File: src/rtl/mult_radix_seq_if.sv
// Operand/result handshake bundle for mult_radix_seq.
// in_signed exists only when MULT_SIGNED_EN is defined.
interface mult_radix_seq_if #(
  parameter int DATA_WIDTH = 32
);
  logic                    in_valid;
  logic                    in_ready;
  logic                    in_mode;
  logic [DATA_WIDTH-1:0]   in_mult_a;
  logic [DATA_WIDTH-1:0]   in_mult_b;
`ifdef MULT_SIGNED_EN
  logic                    in_signed;
`endif
  logic                    out_valid;
  logic                    out_ready;
  logic [2*DATA_WIDTH-1:0] out_mult_result;

  modport master (
`ifdef MULT_SIGNED_EN
    output in_signed,
`endif
    output in_valid, in_mode, in_mult_a, in_mult_b, out_ready,
    input  in_ready, out_valid, out_mult_result
  );

  modport slave (
`ifdef MULT_SIGNED_EN
    input  in_signed,
`endif
    input  in_valid, in_mode, in_mult_a, in_mult_b, out_ready,
    output in_ready, out_valid, out_mult_result
  );
endinterface

File: src/rtl/mult_radix_seq.sv
// Digit-serial integer / carry-less multiplier, DIGIT_WIDTH multiplier bits per cycle.
// Optional macro MULT_SIGNED_EN adds two's-complement integer multiply (in_signed).
module mult_radix_seq #(
  parameter int DATA_WIDTH  = 32,
  parameter int DIGIT_WIDTH = 1
) (
  input logic             clk,
  input logic             rst,
  mult_radix_seq_if.slave bus
);
  localparam int STEPS = DATA_WIDTH / DIGIT_WIDTH;
  localparam int PW    = 2 * DATA_WIDTH;
  localparam int CNT_W = (STEPS > 1) ? $clog2(STEPS) : 1;

  localparam logic [1:0] IDLE = 2'd0;
  localparam logic [1:0] RUN  = 2'd1;
  localparam logic [1:0] DONE = 2'd2;

  if (DATA_WIDTH % DIGIT_WIDTH != 0) begin : g_bad_digit
    $error("mult_radix_seq: DIGIT_WIDTH must divide DATA_WIDTH");
  end

  logic [1:0]            state;
  logic [CNT_W-1:0]      step;
  logic [PW-1:0]         a_sh;
  logic [PW-1:0]         acc;
  logic [PW-1:0]         pp;
  logic [DATA_WIDTH-1:0] b_sh;
  logic                  mode_r;
  logic                  neg_r;
  logic                  sgn_in;
  logic                  accept;
  logic                  last;
  logic                  done;

  // Partial product of one digit; the signed final digit weights its MSB negatively.
  function automatic logic [PW-1:0] partial(input logic [PW-1:0]          a_val,
                                            input logic [DIGIT_WIDTH-1:0] d,
                                            input logic                   clmul,
                                            input logic                   neg_msb);
    logic [PW-1:0] r;
    r = '0;
    for (int i = 0; i < DIGIT_WIDTH; i++) begin
      if (d[i]) begin
        if (clmul)                              r = r ^ (a_val << i);
        else if (neg_msb && i == DIGIT_WIDTH-1) r = r - (a_val << i);
        else                                    r = r + (a_val << i);
      end
    end
    return r;
  endfunction

`ifdef MULT_SIGNED_EN
  assign sgn_in = bus.in_signed && !bus.in_mode;
`else
  assign sgn_in = 1'b0;
`endif

  assign done                = (state == DONE) && !rst;
  assign bus.in_ready        = (state == IDLE) && !rst;
  assign bus.out_valid       = done;
  assign bus.out_mult_result = done ? acc : '0;

  assign accept = bus.in_valid && (state == IDLE) && !rst;
  assign last   = (step == CNT_W'(STEPS - 1));
  assign pp     = partial(a_sh, b_sh[DIGIT_WIDTH-1:0], mode_r, neg_r && last);

  always_ff @(posedge clk) begin
    if (rst) begin
      state <= IDLE;
      step  <= '0;
    end else begin
      case (state)
        IDLE: if (accept) begin
          state <= RUN;
          step  <= '0;
        end
        RUN: begin
          if (last) state <= DONE;
          else      step  <= step + CNT_W'(1);
        end
        DONE: if (bus.out_ready) begin
          state <= IDLE;
          step  <= '0;
        end
        default: state <= IDLE;
      endcase
    end
  end

  // Multiplicand shifts left and multiplier right so each step sees its digit at bit 0.
  always_ff @(posedge clk) begin
    if (accept) begin
      a_sh   <= {{DATA_WIDTH{sgn_in & bus.in_mult_a[DATA_WIDTH-1]}}, bus.in_mult_a};
      b_sh   <= bus.in_mult_b;
      mode_r <= bus.in_mode;
      neg_r  <= sgn_in;
      acc    <= '0;
    end else if (state == RUN) begin
      acc  <= mode_r ? (acc ^ pp) : (acc + pp);
      a_sh <= a_sh << DIGIT_WIDTH;
      b_sh <= b_sh >> DIGIT_WIDTH;
    end
  end
endmodule

File: src/flat_wrapper.sv
// flat-port wrapper written by rule: the top's interface ports become plain ports
module mult_radix_seq_flat 
#(
  parameter int DATA_WIDTH  = 32,
  parameter int DIGIT_WIDTH = 1
)
  (clk, rst, bus_in_valid, bus_in_mode, bus_in_mult_a, bus_in_mult_b, bus_out_ready, bus_in_ready, bus_out_valid, bus_out_mult_result);
  mult_radix_seq_if #(.DATA_WIDTH(DATA_WIDTH)) bus_i ();
  input logic clk;
  input logic rst;
  input wire logic [$bits(bus_i.in_valid)-1:0] bus_in_valid;
  input wire logic [$bits(bus_i.in_mode)-1:0] bus_in_mode;
  input wire logic [$bits(bus_i.in_mult_a)-1:0] bus_in_mult_a;
  input wire logic [$bits(bus_i.in_mult_b)-1:0] bus_in_mult_b;
  input wire logic [$bits(bus_i.out_ready)-1:0] bus_out_ready;
  output wire logic [$bits(bus_i.in_ready)-1:0] bus_in_ready;
  output wire logic [$bits(bus_i.out_valid)-1:0] bus_out_valid;
  output wire logic [$bits(bus_i.out_mult_result)-1:0] bus_out_mult_result;
  assign bus_i.in_valid = bus_in_valid;
  assign bus_i.in_mode = bus_in_mode;
  assign bus_i.in_mult_a = bus_in_mult_a;
  assign bus_i.in_mult_b = bus_in_mult_b;
  assign bus_i.out_ready = bus_out_ready;
  assign bus_in_ready = bus_i.in_ready;
  assign bus_out_valid = bus_i.out_valid;
  assign bus_out_mult_result = bus_i.out_mult_result;
  mult_radix_seq #(.DATA_WIDTH(DATA_WIDTH), .DIGIT_WIDTH(DIGIT_WIDTH)) u_core (.clk(clk), .rst(rst), .bus(bus_i));
endmodule
File: config.mk
export PLATFORM = sky130hd
export DESIGN_NAME = mult_radix_seq_flat
export DESIGN_NICKNAME = d
export VERILOG_FILES = /design/src/rtl/mult_radix_seq_if.sv /design/src/rtl/mult_radix_seq.sv /design/src/flat_wrapper.sv
export SDC_FILE = /design/constraint.sdc
export NUM_CORES = 1
export LEC_CHECK = 0
export CAP_MARGIN = 20
export CORE_MARGIN = 3
export CORE_UTILIZATION = 35
export CTS_CLUSTER_DIAMETER = 150
export DETAILED_ROUTE_END_ITERATION = 8
export HOLD_SLACK_MARGIN = 0.06
export PLACE_DENSITY = 0.51
export SYNTH_ARGS = -nofsm -noshare
export SYNTH_HDL_FRONTEND = slang
export SYNTH_SLANG_ARGS = --single-unit
File: constraint.sdc
create_clock -name clk -period 5.48 [get_ports clk]
set_input_delay 1.644 -clock clk [delete_from_list [all_inputs] [get_ports clk]]
set_output_delay 1.644 -clock clk [all_outputs]
set_load 0.01 [all_outputs]
=== After elaboration in Yosys (flattened, before gate mapping) ===
Index checks and enable logic that the tools add are counted.

* Reductions and logical operators: 10
* Add/subtract/negate cells: 2
* Div/mod/pow operators: 0
* Shift operators: 0
* $lt $le $gt $ge: 0
* Equal/unequal tests: 7
* Multiply operators: 0
* Bitwise operators: 1
* Multiplexer cells: 15

{| class="wikitable"
|+ Operators with widths
! operator !! count
|-
| 64-bit 2-to-1 mux || 3
|-
| 32-bit 2-to-1 mux || 4
|-
| 64-bit adder || 1
|-
| 64-bit bitwise XOR || 1
|-
| 5-bit 2-to-1 mux || 3
|-
| 5-bit case mux with 3 select lines || 1
|-
| 2-bit 2-to-1 mux || 3
|-
| 2-bit case mux with 3 select lines || 1
|-
| 5-bit by 1-bit adder with 5-bit output, second input constant || 1
|-
| 5-bit equality test, second input constant || 1
|-
| 1-bit logical AND || 4
|-
| 2-bit by 1-bit inequality test with 1-bit output, second input constant || 2
|-
| 2-bit inequality test, second input constant || 2
|-
| 4-bit AND reduction || 1
|-
| 3-bit AND reduction || 1
|-
| 3-bit nonzero test || 1
|-
| 2-bit by 1-bit equality test with 1-bit output, second input constant || 1
|-
| 2-bit equality test, second input constant || 1
|-
| 2-bit zero test || 1
|-
| 2-bit nonzero test || 1
|-
| 1-bit zero test || 1
|}

* Logic and storage cells: 42
* RAM bits: 0
* Output and inout port bits: 66
* Flip-flop bits (word level): 168
* Latch bits: 0
* Memories: 0
* Bits in read-only memories: 0

=== Depth between registers and ports, before layout ===
Gate-level depths: netlist (run 1).

* Depth in word-level cells: 5
* Depth in mapped cells: 15
* Depth with buffers taken out: 13

=== Worst setup path before layout (run 1) ===
OpenSTA, ideal clock, no wires.

* Path type: input-to-reg
* Start: input port rst
* End: register u_core.a_sh[0] (enable)
* Data required time: 5.062 ns
* Path slack: 1.234 ns
* Path buffers: 1
* Stages on the path: 6
* Data arrival time: 3.828 ns
* Path through: clkbuf_1 > nor3_1 > nand2_1 > inv_2 > nor2_1 > inv_1

* Word-level cells in the longest chain between the ends: 3

{| class="wikitable"
|+ Ends and longest elaborated chain
! what !! line !! text
|-
| start, declared || flat_wrapper.sv:10 || <nowiki>input logic rst;</nowiki>
|-
| 1-bit zero test || mult_radix_seq.sv:64 || <nowiki>assign accept = bus.in_valid && (state == IDLE) && !rst;</nowiki>
|-
| 1-bit logical AND || mult_radix_seq.sv:64 ||
|-
| 2-bit nonzero test (no line) || n/a ||
|-
| end signal, assigned || mult_radix_seq.sv:94 || <nowiki>a_sh <= {{DATA_WIDTH{sgn_in & bus.in_mult_a[DATA_WIDTH-1]}}, bus.in_mult_a};</nowiki>
|-
| end signal, assigned || mult_radix_seq.sv:101 || <nowiki>a_sh <= a_sh << DIGIT_WIDTH;</nowiki>
|-
| end, declared || mult_radix_seq.sv:25 || <nowiki>logic [PW-1:0] a_sh;</nowiki>
|}

No other way between the ends.
A chain may end at the register's enable or synchronous reset.

=== Worst setup path after layout (run 1) ===
* Start: input port rst
* End: output port bus_out_mult_result[33]

* Word-level cells in the longest chain between the ends: 3

{| class="wikitable"
|+ Ends and longest elaborated chain
! what !! line !! text
|-
| 1-bit zero test || mult_radix_seq.sv:59 || <nowiki>assign done = (state == DONE) && !rst;</nowiki>
|-
| 1-bit logical AND || mult_radix_seq.sv:59 ||
|-
| 64-bit 2-to-1 mux || mult_radix_seq.sv:62 || <nowiki>assign bus.out_mult_result = done ? acc : '0;</nowiki>
|-
| end, declared || flat_wrapper.sv:18 || <nowiki>output wire logic [$bits(bus_i.out_mult_result)-1:0] bus_out_mult_result;</nowiki>
|}

No other way between the ends.

==> results by group, run 1 <==
Outcome
  • Run status: finished clean

Clock network
  • Num Clock Sinks: 168
  • Clock buffer depth: 2
  • CTS H-tree lvls: 4
  • Post-CTS Hold Fix Bufs: 0
  • Clock transition at path regs: 0.07 ns
  • PostCTS Resize Cnt: 0
  • TritonCTS clock tree: yes
  • TritonCTS buffer count: 17
  • Clock latency on the worst-skew pair: 0.44 ns
  • Root Driver: clkbuf_16
  • Post-CTS Repair Setup Buffers: 0

Pwr
  • PD cells: 314 nW/um^2
  • Leak Pwr: 5.45 nW
  • Worst vdd ir: 0.219 mV
  • Design Power: 0.00420 W

Logic synthesis
  • Post-synth top cells: 323 x nand2_1, 134 x a21oi_1, 133 x and2_1, 103 x dfxtp_1, 100 x nor2_1
  • Post-synth top area share: 18.5%
  • Most common cell in the netlist: nand2_1
  • Post-synth EDFFs: 65
  • Yosys top cell by area: dfxtp_1
  • Seq/Total Area, Yosys: 35.9%
  • Synthesized Nets: 1569
  • Post-Syn Area: 11200 sq um
  • Synth area leaders: dfxtp_1 18%, edfxtp_1 17%, nand2_1 11%
  • Synth Register Bits: 168
  • Warning count from the yosys run: 0
  • Top_reg_cell synth: dfxtp_1
  • Average size of a mapped cell: 7.79 sq um
  • Unique masters post-synth: 66
  • Syn Inst Count: 1434
  • FFs w/ async S/R, synth: 0%

Timing
  • Final Cycle Share: 91.8%
  • Slew HR: 35.4%
  • Fin. Hold Viols: 0
  • RSZ-0062 raised after global routing: false
  • Final critical-path required period: 5.03 ns
  • Layout Skew: 0.0138 ns
  • Slew Viols, Final: 0
  • Max Clk Rate: 0.199 GHz
  • Worst-margin pin slew: 0.965 ns
  • Fin Setup TNS: 0 ns
  • Final setup violation count: 0

Drt
  • Residual DRC count: 0
  • Avg Vias per Cell: 5.18
  • Avg WL per Cell: 16.2 um
  • Initial DRC count: 478
  • Vias: 9888
  • WL final: 30.9 mm
  • Drt pass-1 iters: 5
  • Number of routed nets with antenna violations: 0

Floorplanning
  • Rows: 64
  • Die W: 185 um
  • Effective utilization at floorplan: 36.1%
  • Die ar.: 34100 sq um
  • Core Region: 31000 sq um
  • Die Span Y: 185 um
  • I/O pin cnt: 135

Place
  • Placed Area: 12800 sq um
  • Post-DP HPWL: 21.3 mm
  • PortBufs: 134
  • GPL Wtd Cong: 0.899

Worst setup path
  • Setup CP Type: input port to primary output
  • WP data arrival: 3.39 ns
  • CP Max Fanout: 65
  • CP Capture Type: primary output
  • CP Launch Type: input port
  • Worst path required time: 3.84 ns

Global route
  • First-pass GRT wire length: 50.3 mm
  • GRT Overall Usage: 18.2%
  • Initial antenna violation count: 0
  • Vias in the first global route: 9583
  • Pin count of the biggest net entering global routing: 142
  • Total grt overflow: 0

Finish
  • Layout cell share with drive strength beyond 1: 3.84%
  • Layout Utilization: 43.2%
  • Ant diodes: 0
  • Final instance area: 13400 sq um
  • Nets@finish: 1634
  • Syn-to-layout area delta: 19.8%
  • Fill cells: 3183

Min path
  • Hold crit path type: register to register

Job
  • Max-Cap Viols: 0
## metrics by stage
step           cells  worst slack [ns]  hold WS, ns
2_1_floorplan   1434              1.23        0.437
3_3_place_gp    1875             0.481        0.443
5_1_grt         1908             0.335        0.489
3_5_place_dp    1875             0.406        0.452
4_1_cts         1907             0.411        0.458
6_report        1908             0.448        0.461
## state kept, by name (all words and copies together) (netlist names)
| name | flops |
|---|---|
| u_core.mode_r | 1 |
| u_core.acc | 64 |
| u_core.state | 2 |
| u_core.a_sh | 64 |
| u_core.step | 5 |
| u_core.b_sh | 32 |
## critical path: stages
cell and delay, ns:
clkdlybuf4s50_1 0.57, nor2_4 0.19, buf_12 0.24, and2_1 0.18, clkdlybuf4s50_1 0.53
## cell families after synthesis
logic type / Yosys count / share of synthesized area (%)
xor+xnor: 57 / 4.47
buf+inv: 123 / 4.19
compound gates: 356 / 20.3
flops: 168 / 35.9
simple gates: 660 / 27.3
mux: 4 / 0.358
fa+ha+maj: 66 / 7.46
## power by group
part | switching (W) | leakage, nW | total, W | internal, W
clock | 0.000548 | 0.283 | 0.00127 | 0.000721
combinational | 0.000752 | 3.68 | 0.00128 | 0.000526
sequential | 0.000155 | 1.49 | 0.00165 | 0.00150
## cell type report
cell class	instances	area, sq um	area share, %
flip-flops and latches	168	4010	30.0
multi-input cells	1143	6710	50.1
repair buffers	146	1480	11.0
clock inverters	14	173	1.29
well taps	396	495	3.70
inverters	23	88.8	0.664
clock buffers	18	429	3.21
## layer usage
layer  wire, um  GRT usage (%)  vias to the layer above
li1           -              -                     5112
met1      15200           25.7                     4562
met2      14000           29.0                      186
met3       1230           3.32                       28
met4        435           4.59                        0
met5          0              0                        -
## path summary, 6_finish.rpt
kind	endpoint	from	cells past startpoint	slack, ns
max	bus_out_mult_result[33]	rst	5	0.45
min	u_core.a_sh[63]$_SDFFE_PP0P_	u_core.a_sh[62]$_SDFFE_PP0P_	2	0.46
max reg2reg	u_core.acc[56]$_SDFFE_PP0P_	u_core.b_sh[0]$_DFFE_PP_	14	0.91
min reg2reg	u_core.a_sh[63]$_SDFFE_PP0P_	u_core.a_sh[62]$_SDFFE_PP0P_	2	0.46
## placed cells by master, fill, tap and decap left out, drive strengths merged, types with 35 or more instances in the layout
cell type,synthesis,layout
clkdlybuf4s50,0,134
edfxtp,65,65
a21o,35,35
xnor2,43,43
nor2,100,100
ha,65,65
nand2,324,324
a211oi,45,45
o21ai,63,63
a21oi,134,134
dfxtp,103,103
and2,134,134
No activity file was read; power rests on OpenSTA's default activity.
==> run 2: changes to the inputs <==
Settings changed: HOLD_SLACK_MARGIN 0.06 to 0.03.
==> results of run 2 <==
Same layout as run 1: the final DEF is identical, and so are final timing and power.
